$ cat src/rtl/iomem_gpio.sv
// GPIO peripheral for the picosoc iomem bus.
// Per-pin data/direction registers, atomic set/clear/toggle, synchronised
// inputs and per-pin rise/fall edge interrupts with write-1-to-clear status.
module iomem_gpio #(
    parameter int          NUM_PINS    = 8,
    parameter logic [7:0]  BASE_ADDR   = 8'h03,
    parameter int          SYNC_STAGES = 2
) (
    input  logic                clk,
    input  logic                resetn,
    input  logic                iomem_valid,
    output logic                iomem_ready,
    input  logic [3:0]          iomem_wstrb,
    input  logic [31:0]         iomem_addr,
    input  logic [31:0]         iomem_wdata,
    output logic [31:0]         iomem_rdata,
    input  logic [NUM_PINS-1:0] gpio_in,
    output logic [NUM_PINS-1:0] gpio_out,
    output logic [NUM_PINS-1:0] gpio_oe,
    output logic                irq
);

    localparam logic [3:0] REG_DATA_OUT = 4'd0;
    localparam logic [3:0] REG_DIR      = 4'd1;
    localparam logic [3:0] REG_DATA_IN  = 4'd2;
    localparam logic [3:0] REG_SET      = 4'd3;
    localparam logic [3:0] REG_CLR      = 4'd4;
    localparam logic [3:0] REG_TGL      = 4'd5;
    localparam logic [3:0] REG_RISE_EN  = 4'd6;
    localparam logic [3:0] REG_FALL_EN  = 4'd7;
    localparam logic [3:0] REG_STATUS   = 4'd8;

    logic [NUM_PINS-1:0] sync_reg [SYNC_STAGES];
    logic [NUM_PINS-1:0] sync_in;
    logic [NUM_PINS-1:0] prev_in_reg;

    logic [NUM_PINS-1:0] data_out_reg, data_out_next;
    logic [NUM_PINS-1:0] dir_reg, dir_next;
    logic [NUM_PINS-1:0] rise_en_reg, rise_en_next;
    logic [NUM_PINS-1:0] fall_en_reg, fall_en_next;
    logic [NUM_PINS-1:0] irq_status_reg, irq_status_next;
    logic [NUM_PINS-1:0] w1c_bits;
    logic [NUM_PINS-1:0] edge_evt;

    logic                iomem_ready_reg;
    logic [31:0]         iomem_rdata_reg;
    logic [31:0]         rdata_next;

    logic [31:0]         byte_mask;
    logic [31:0]         wdata_masked;
    logic [NUM_PINS-1:0] wbits;
    logic [NUM_PINS-1:0] wmask;
    logic [3:0]          reg_idx;
    logic                sel;
    logic                wr;
    logic                unused_bits;

    // Expand byte strobes into a 32-bit lane mask.
    generate
        for (genvar gi = 0; gi < 4; gi++) begin : g_lane
            assign byte_mask[8*gi +: 8] = {8{iomem_wstrb[gi]}};
        end
    endgenerate

    assign wdata_masked = iomem_wdata & byte_mask;
    assign wbits        = wdata_masked[NUM_PINS-1:0];
    assign wmask        = byte_mask[NUM_PINS-1:0];
    assign reg_idx      = iomem_addr[5:2];

    // Accept a request only when addressed and not already acknowledging,
    // which limits back-to-back acks to every other cycle.
    assign sel = iomem_valid && !iomem_ready_reg && (iomem_addr[31:24] == BASE_ADDR);
    assign wr  = sel && (iomem_wstrb != 4'b0000);

    // Address bits outside the decode and write bits above the pin count.
    assign unused_bits = ^{iomem_addr[23:6], iomem_addr[1:0], wdata_masked, byte_mask};

    // Input synchroniser chain: stage 0 samples the pads, each later stage the one before.
    generate
        for (genvar gi = 0; gi < SYNC_STAGES; gi++) begin : g_sync
            always_ff @(posedge clk) begin
                if (!resetn) begin
                    sync_reg[gi] <= '0;
                end else if (gi == 0) begin
                    sync_reg[gi] <= gpio_in;
                end else begin
                    sync_reg[gi] <= sync_reg[(gi == 0) ? 0 : gi-1];
                end
            end
        end
    endgenerate

    assign sync_in  = sync_reg[SYNC_STAGES-1];
    assign edge_evt = (sync_in & ~prev_in_reg & rise_en_reg)
                    | (~sync_in & prev_in_reg & fall_en_reg);

    // Register read mux; write-only and unmapped slots read zero.
    always_comb begin
        rdata_next = '0;
        case (reg_idx)
            REG_DATA_OUT: rdata_next = 32'(data_out_reg);
            REG_DIR:      rdata_next = 32'(dir_reg);
            REG_DATA_IN:  rdata_next = 32'(sync_in);
            REG_RISE_EN:  rdata_next = 32'(rise_en_reg);
            REG_FALL_EN:  rdata_next = 32'(fall_en_reg);
            REG_STATUS:   rdata_next = 32'(irq_status_reg);
            default:      rdata_next = '0;
        endcase
    end

    // Register update; an edge event on a bit wins over a W1C on that bit.
    always_comb begin
        data_out_next = data_out_reg;
        dir_next      = dir_reg;
        rise_en_next  = rise_en_reg;
        fall_en_next  = fall_en_reg;
        w1c_bits      = '0;
        if (wr) begin
            case (reg_idx)
                REG_DATA_OUT: data_out_next = (data_out_reg & ~wmask) | wbits;
                REG_DIR:      dir_next      = (dir_reg & ~wmask) | wbits;
                REG_SET:      data_out_next = data_out_reg | wbits;
                REG_CLR:      data_out_next = data_out_reg & ~wbits;
                REG_TGL:      data_out_next = data_out_reg ^ wbits;
                REG_RISE_EN:  rise_en_next  = (rise_en_reg & ~wmask) | wbits;
                REG_FALL_EN:  fall_en_next  = (fall_en_reg & ~wmask) | wbits;
                REG_STATUS:   w1c_bits      = wbits;
                default:      ;
            endcase
        end
        irq_status_next = (irq_status_reg & ~w1c_bits) | edge_evt;
    end

    // State registers, bus acknowledge and read-data capture.
    always_ff @(posedge clk) begin
        if (!resetn) begin
            prev_in_reg     <= '0;
            data_out_reg    <= '0;
            dir_reg         <= '0;
            rise_en_reg     <= '0;
            fall_en_reg     <= '0;
            irq_status_reg  <= '0;
            iomem_ready_reg <= 1'b0;
            iomem_rdata_reg <= '0;
        end else begin
            prev_in_reg     <= sync_in;
            data_out_reg    <= data_out_next;
            dir_reg         <= dir_next;
            rise_en_reg     <= rise_en_next;
            fall_en_reg     <= fall_en_next;
            irq_status_reg  <= irq_status_next;
            iomem_ready_reg <= sel;
            if (sel) begin
                iomem_rdata_reg <= rdata_next;
            end
        end
    end

    assign iomem_ready = iomem_ready_reg;
    assign iomem_rdata = iomem_rdata_reg;
    assign gpio_out    = data_out_reg;
    assign gpio_oe     = dir_reg;
    assign irq         = |irq_status_reg;

endmodule

$ cat config.mk
export PLATFORM = sky130hd
export DESIGN_NAME = iomem_gpio
export DESIGN_NICKNAME = d
export VERILOG_FILES = /design/src/rtl/iomem_gpio.sv
export SDC_FILE = /design/constraint.sdc
export NUM_CORES = 1
export LEC_CHECK = 0
export BUFFER_PORTS_ARGS = -buffer_cell sky130_fd_sc_hd__buf_2
export CAP_MARGIN = 20
export CORE_UTILIZATION = 54
export CTS_BUF_LIST = sky130_fd_sc_hd__clkbuf_16
export DETAILED_ROUTE_END_ITERATION = 7
export PLACE_DENSITY = 0.85
export SLEW_MARGIN = 40
export SYNTH_ARGS = -nofsm -noshare
export SYNTH_HDL_FRONTEND = slang
export SYNTH_SLANG_ARGS = --single-unit
export TNS_END_PERCENT = 100
$ cat constraint.sdc
create_clock -name clk -period 2.7 [get_ports clk]
set_input_delay 0.405 -clock clk [delete_from_list [all_inputs] [get_ports clk]]
set_output_delay 0.405 -clock clk [all_outputs]
set_load 0.005 [all_outputs]
==> impl_metrics.toml <==
[worst_setup_path]
crit_path_end_kind = "register"
crit_chain = "and4b_1, and3_2, nor4b_4, buf_4, mux2i_1"
slowest_stage = "nor4b_4"
slowest_delay_ns = 0.44
worstPathMaxFanout = 5
worst_setup_path_start_kind = "register"
crit_type = "register to register"
cp.arrival_ns = 2.23
required_ns = 2.95

[clock_tree]
cts_tree = "yes"
ctsHoldBuffers = 0
cts_root_buf = "clkbuf_16"
clkSlewWorstSetupHoldPaths_ns = 0.06
htree_levels = 3
cts_made_buffers = 9
worstSkewPairLatency_ns = 0.34
clock_sinks = 73
postCtsSetupRepairBufs = 0
cts.path.max_buffers = 2
cts_resized = 0

[sta]
finalSetupViolCount = 0
rsz0062_at_grt = "no"
fin_skew_ns = 0.006907
slew_headroom_pct = 64.78
slew_viol_final = 0
hold_viol = 0
worst_pin_slew_ns = 0.5271
layout_min_cycle_time_ns = 1.974
period_share_pct = 73.13
setup_tns_ns = 0
fmax_ghz = 0.5065

[detailed_routing]
viasPerCell = 5.805
num_vias = 3071
route.final.wire_length_mm = 8.447
drc = 10
dr.pass1.iters = 7
drt_first_iter_violations = 267
postRouteAntennaNets = 0
wire_per_inst_um = 15.97

[placed_design]
io_buffers = 60
dp_hpwl_mm = 5.837
gp_congestion = 0.8223

[status]
violations = "design-rule violations"
status = "finished with violations"

[synth]
ys_ff_latch = 73
synth_edf_count = 0
ys_types = 39
yosysSeqAreaShare_pct = 39.38
yosys.area.top_type_share_pct = 39.38
synth_ff_type = "dfxtp_1"
synth_cells = 400
ys_top_cells_by_area = "dfxtp_1 (39%), mux2i_1 (13%), nand2_1 (5.3%)"
syn_area_um2 = 3711
yosysWarnings = 0
synth_top_cell_by_area = "dfxtp_1"
synth.avg_cell_area_um2 = 9.278
async_flop_share_pct = 0

[floorplanning]
dieWidth_um = 84.90
core-area_um2 = 6495
die_y_um = 84.90
die_area_um2 = 7208
initial_utilization_pct = 57.14
rows = 29
io_pins = 129

[grt]
grt_pass1_wl_mm = 13.79
grt_max_degree = 53
track_usage_pct = 24.42
grt_overflow = 0
antenna_found_initial = 0
grt_pass1_vias = 2894

[finish]
multi_input_area_um2 = 2013
fillers = 509
syn_to_final_growth_pct = 13.89
nNetsFinal = 534
regArea_um2 = 1461
layout-drive-gt1-share_pct = 20.13
antenna_cells = 0

[power]
ir_drop_v = 0.0004065
power_density_nw_per_um2 = 567.8
total_power_mw = 2.400
p_leak_nw = 1.915

[worst_hold_path]
hp-class = "input port to register"

[job]
maxCapViolations = 0
==> path summary, 6_finish.rpt <==
path,from,slack (ns),endpoint,cells past startpoint
max,iomem_ready,0.73,register,5
min,gpio_in[7],0.28,sync_reg[0][7],2
max reg2reg,iomem_ready,0.73,register,5
min reg2reg,sync_reg[0][0],0.43,sync_reg[1][0],1
==> cells by family after synthesis <==
family	count (synthesis)	synth area share, %
other cells	1	0.1010
buf+inv	56	8.699
fa+ha+maj	8	2.697
mux	47	12.68
compound gates	80	14.90
xor+xnor	1	0.2361
flops	73	39.38
simple gates	134	21.31
==> layout make-up <==
class | instances | area share, %
Sequential cell | 73 | 34.58
Inverter | 3 | 0.2664
Multi-Input combinational cell | 294 | 47.63
Timing Repair Buffer | 66 | 8.467
Clock inverter | 7 | 1.451
Tap cell | 77 | 2.279
Clock buffer | 9 | 5.329
==> per-layer routing <==
layer	up-vias	share of wire, %	global-route usage (%)
li1	1463	-	-
met1	1430	42	30.78
met2	154	47	38.88
met3	24	6.8	3.988
met4	0	3.4	16.02
met5	-	0	0
==> critical path: cells and delay by family, from the launching register on <==
| kind | cells | cell delay (ns) |
|---|---|---|
| buffers and inverters | 1 | 0.27 |
| DFF | 1 | 0.31 |
| muxes | 1 | 0.23 |
| and+or+nand+nor | 3 | 1.08 |
==> cell usage in the layout (no fill, tap or decap), drive strengths merged, types with 3 or more instances in the layout <==
| master | n |
|---|---|
| inv | 6 |
| a21oi | 16 |
| nand3b | 9 |
| nand2 | 52 |
| and2 | 25 |
| nor2b | 16 |
| a31oi | 3 |
| o41a | 8 |
| nand4 | 4 |
| a221oi | 6 |
| nor4 | 3 |
| clkbuf | 9 |
| dfxtp | 73 |
| buf | 66 |
| ha | 8 |
| a21boi | 7 |
| mux2i | 47 |
| o22ai | 7 |
| o21ai | 17 |
| o221ai | 8 |
| conb | 24 |
| or3 | 3 |
| o21a | 8 |
| nor2 | 11 |
==> Yosys cell counts, drive strengths merged, types with 3 or more instances <==
library cell / instances
mux2i: 47
nor2b: 16
nand3b: 9
o41a: 8
a21boi: 7
a221oi: 6
clkbuf: 21
dfxtp: 73
o221ai: 8
and2: 25
nor2: 11
o21ai: 17
a21oi: 16
a31oi: 3
ha: 8
or3: 3
nor4: 3
nand4: 4
nand2: 52
o21a: 8
buf: 32
o22ai: 7
==> where the power goes <==
group	total (mW)	switching, mW	leakage (nW)	internal, mW
clock	1.14	0.498	0.135	0.639
sequential	1.10	0.00780	0.592	1.09
combinational	0.163	0.101	1.19	0.0622
==> metrics by stage <==
| step | cells | area [µm²] | util [%] | setup WS (ns) | hold WS [ns] |
|---|---|---|---|---|---|
| 6_report | 529 | 4227 | 65.07 | 0.7255 | 0.2760 |
| 5_1_grt | 529 | 4227 | 65.07 | 0.6737 | 0.2770 |
| 4_1_cts | 529 | 4227 | 65.07 | 0.7512 | 0.2677 |
| 3_5_place_dp | 513 | 3940 | 60.66 | 0.4713 | 0.4191 |
| 3_3_place_gp | 513 | 3940 | 60.66 | 0.5341 | 0.4090 |
| 2_1_floorplan | 423 | 3797 | - | 0.9002 | 0.4057 |
Power figures use the tool's default switching activity.
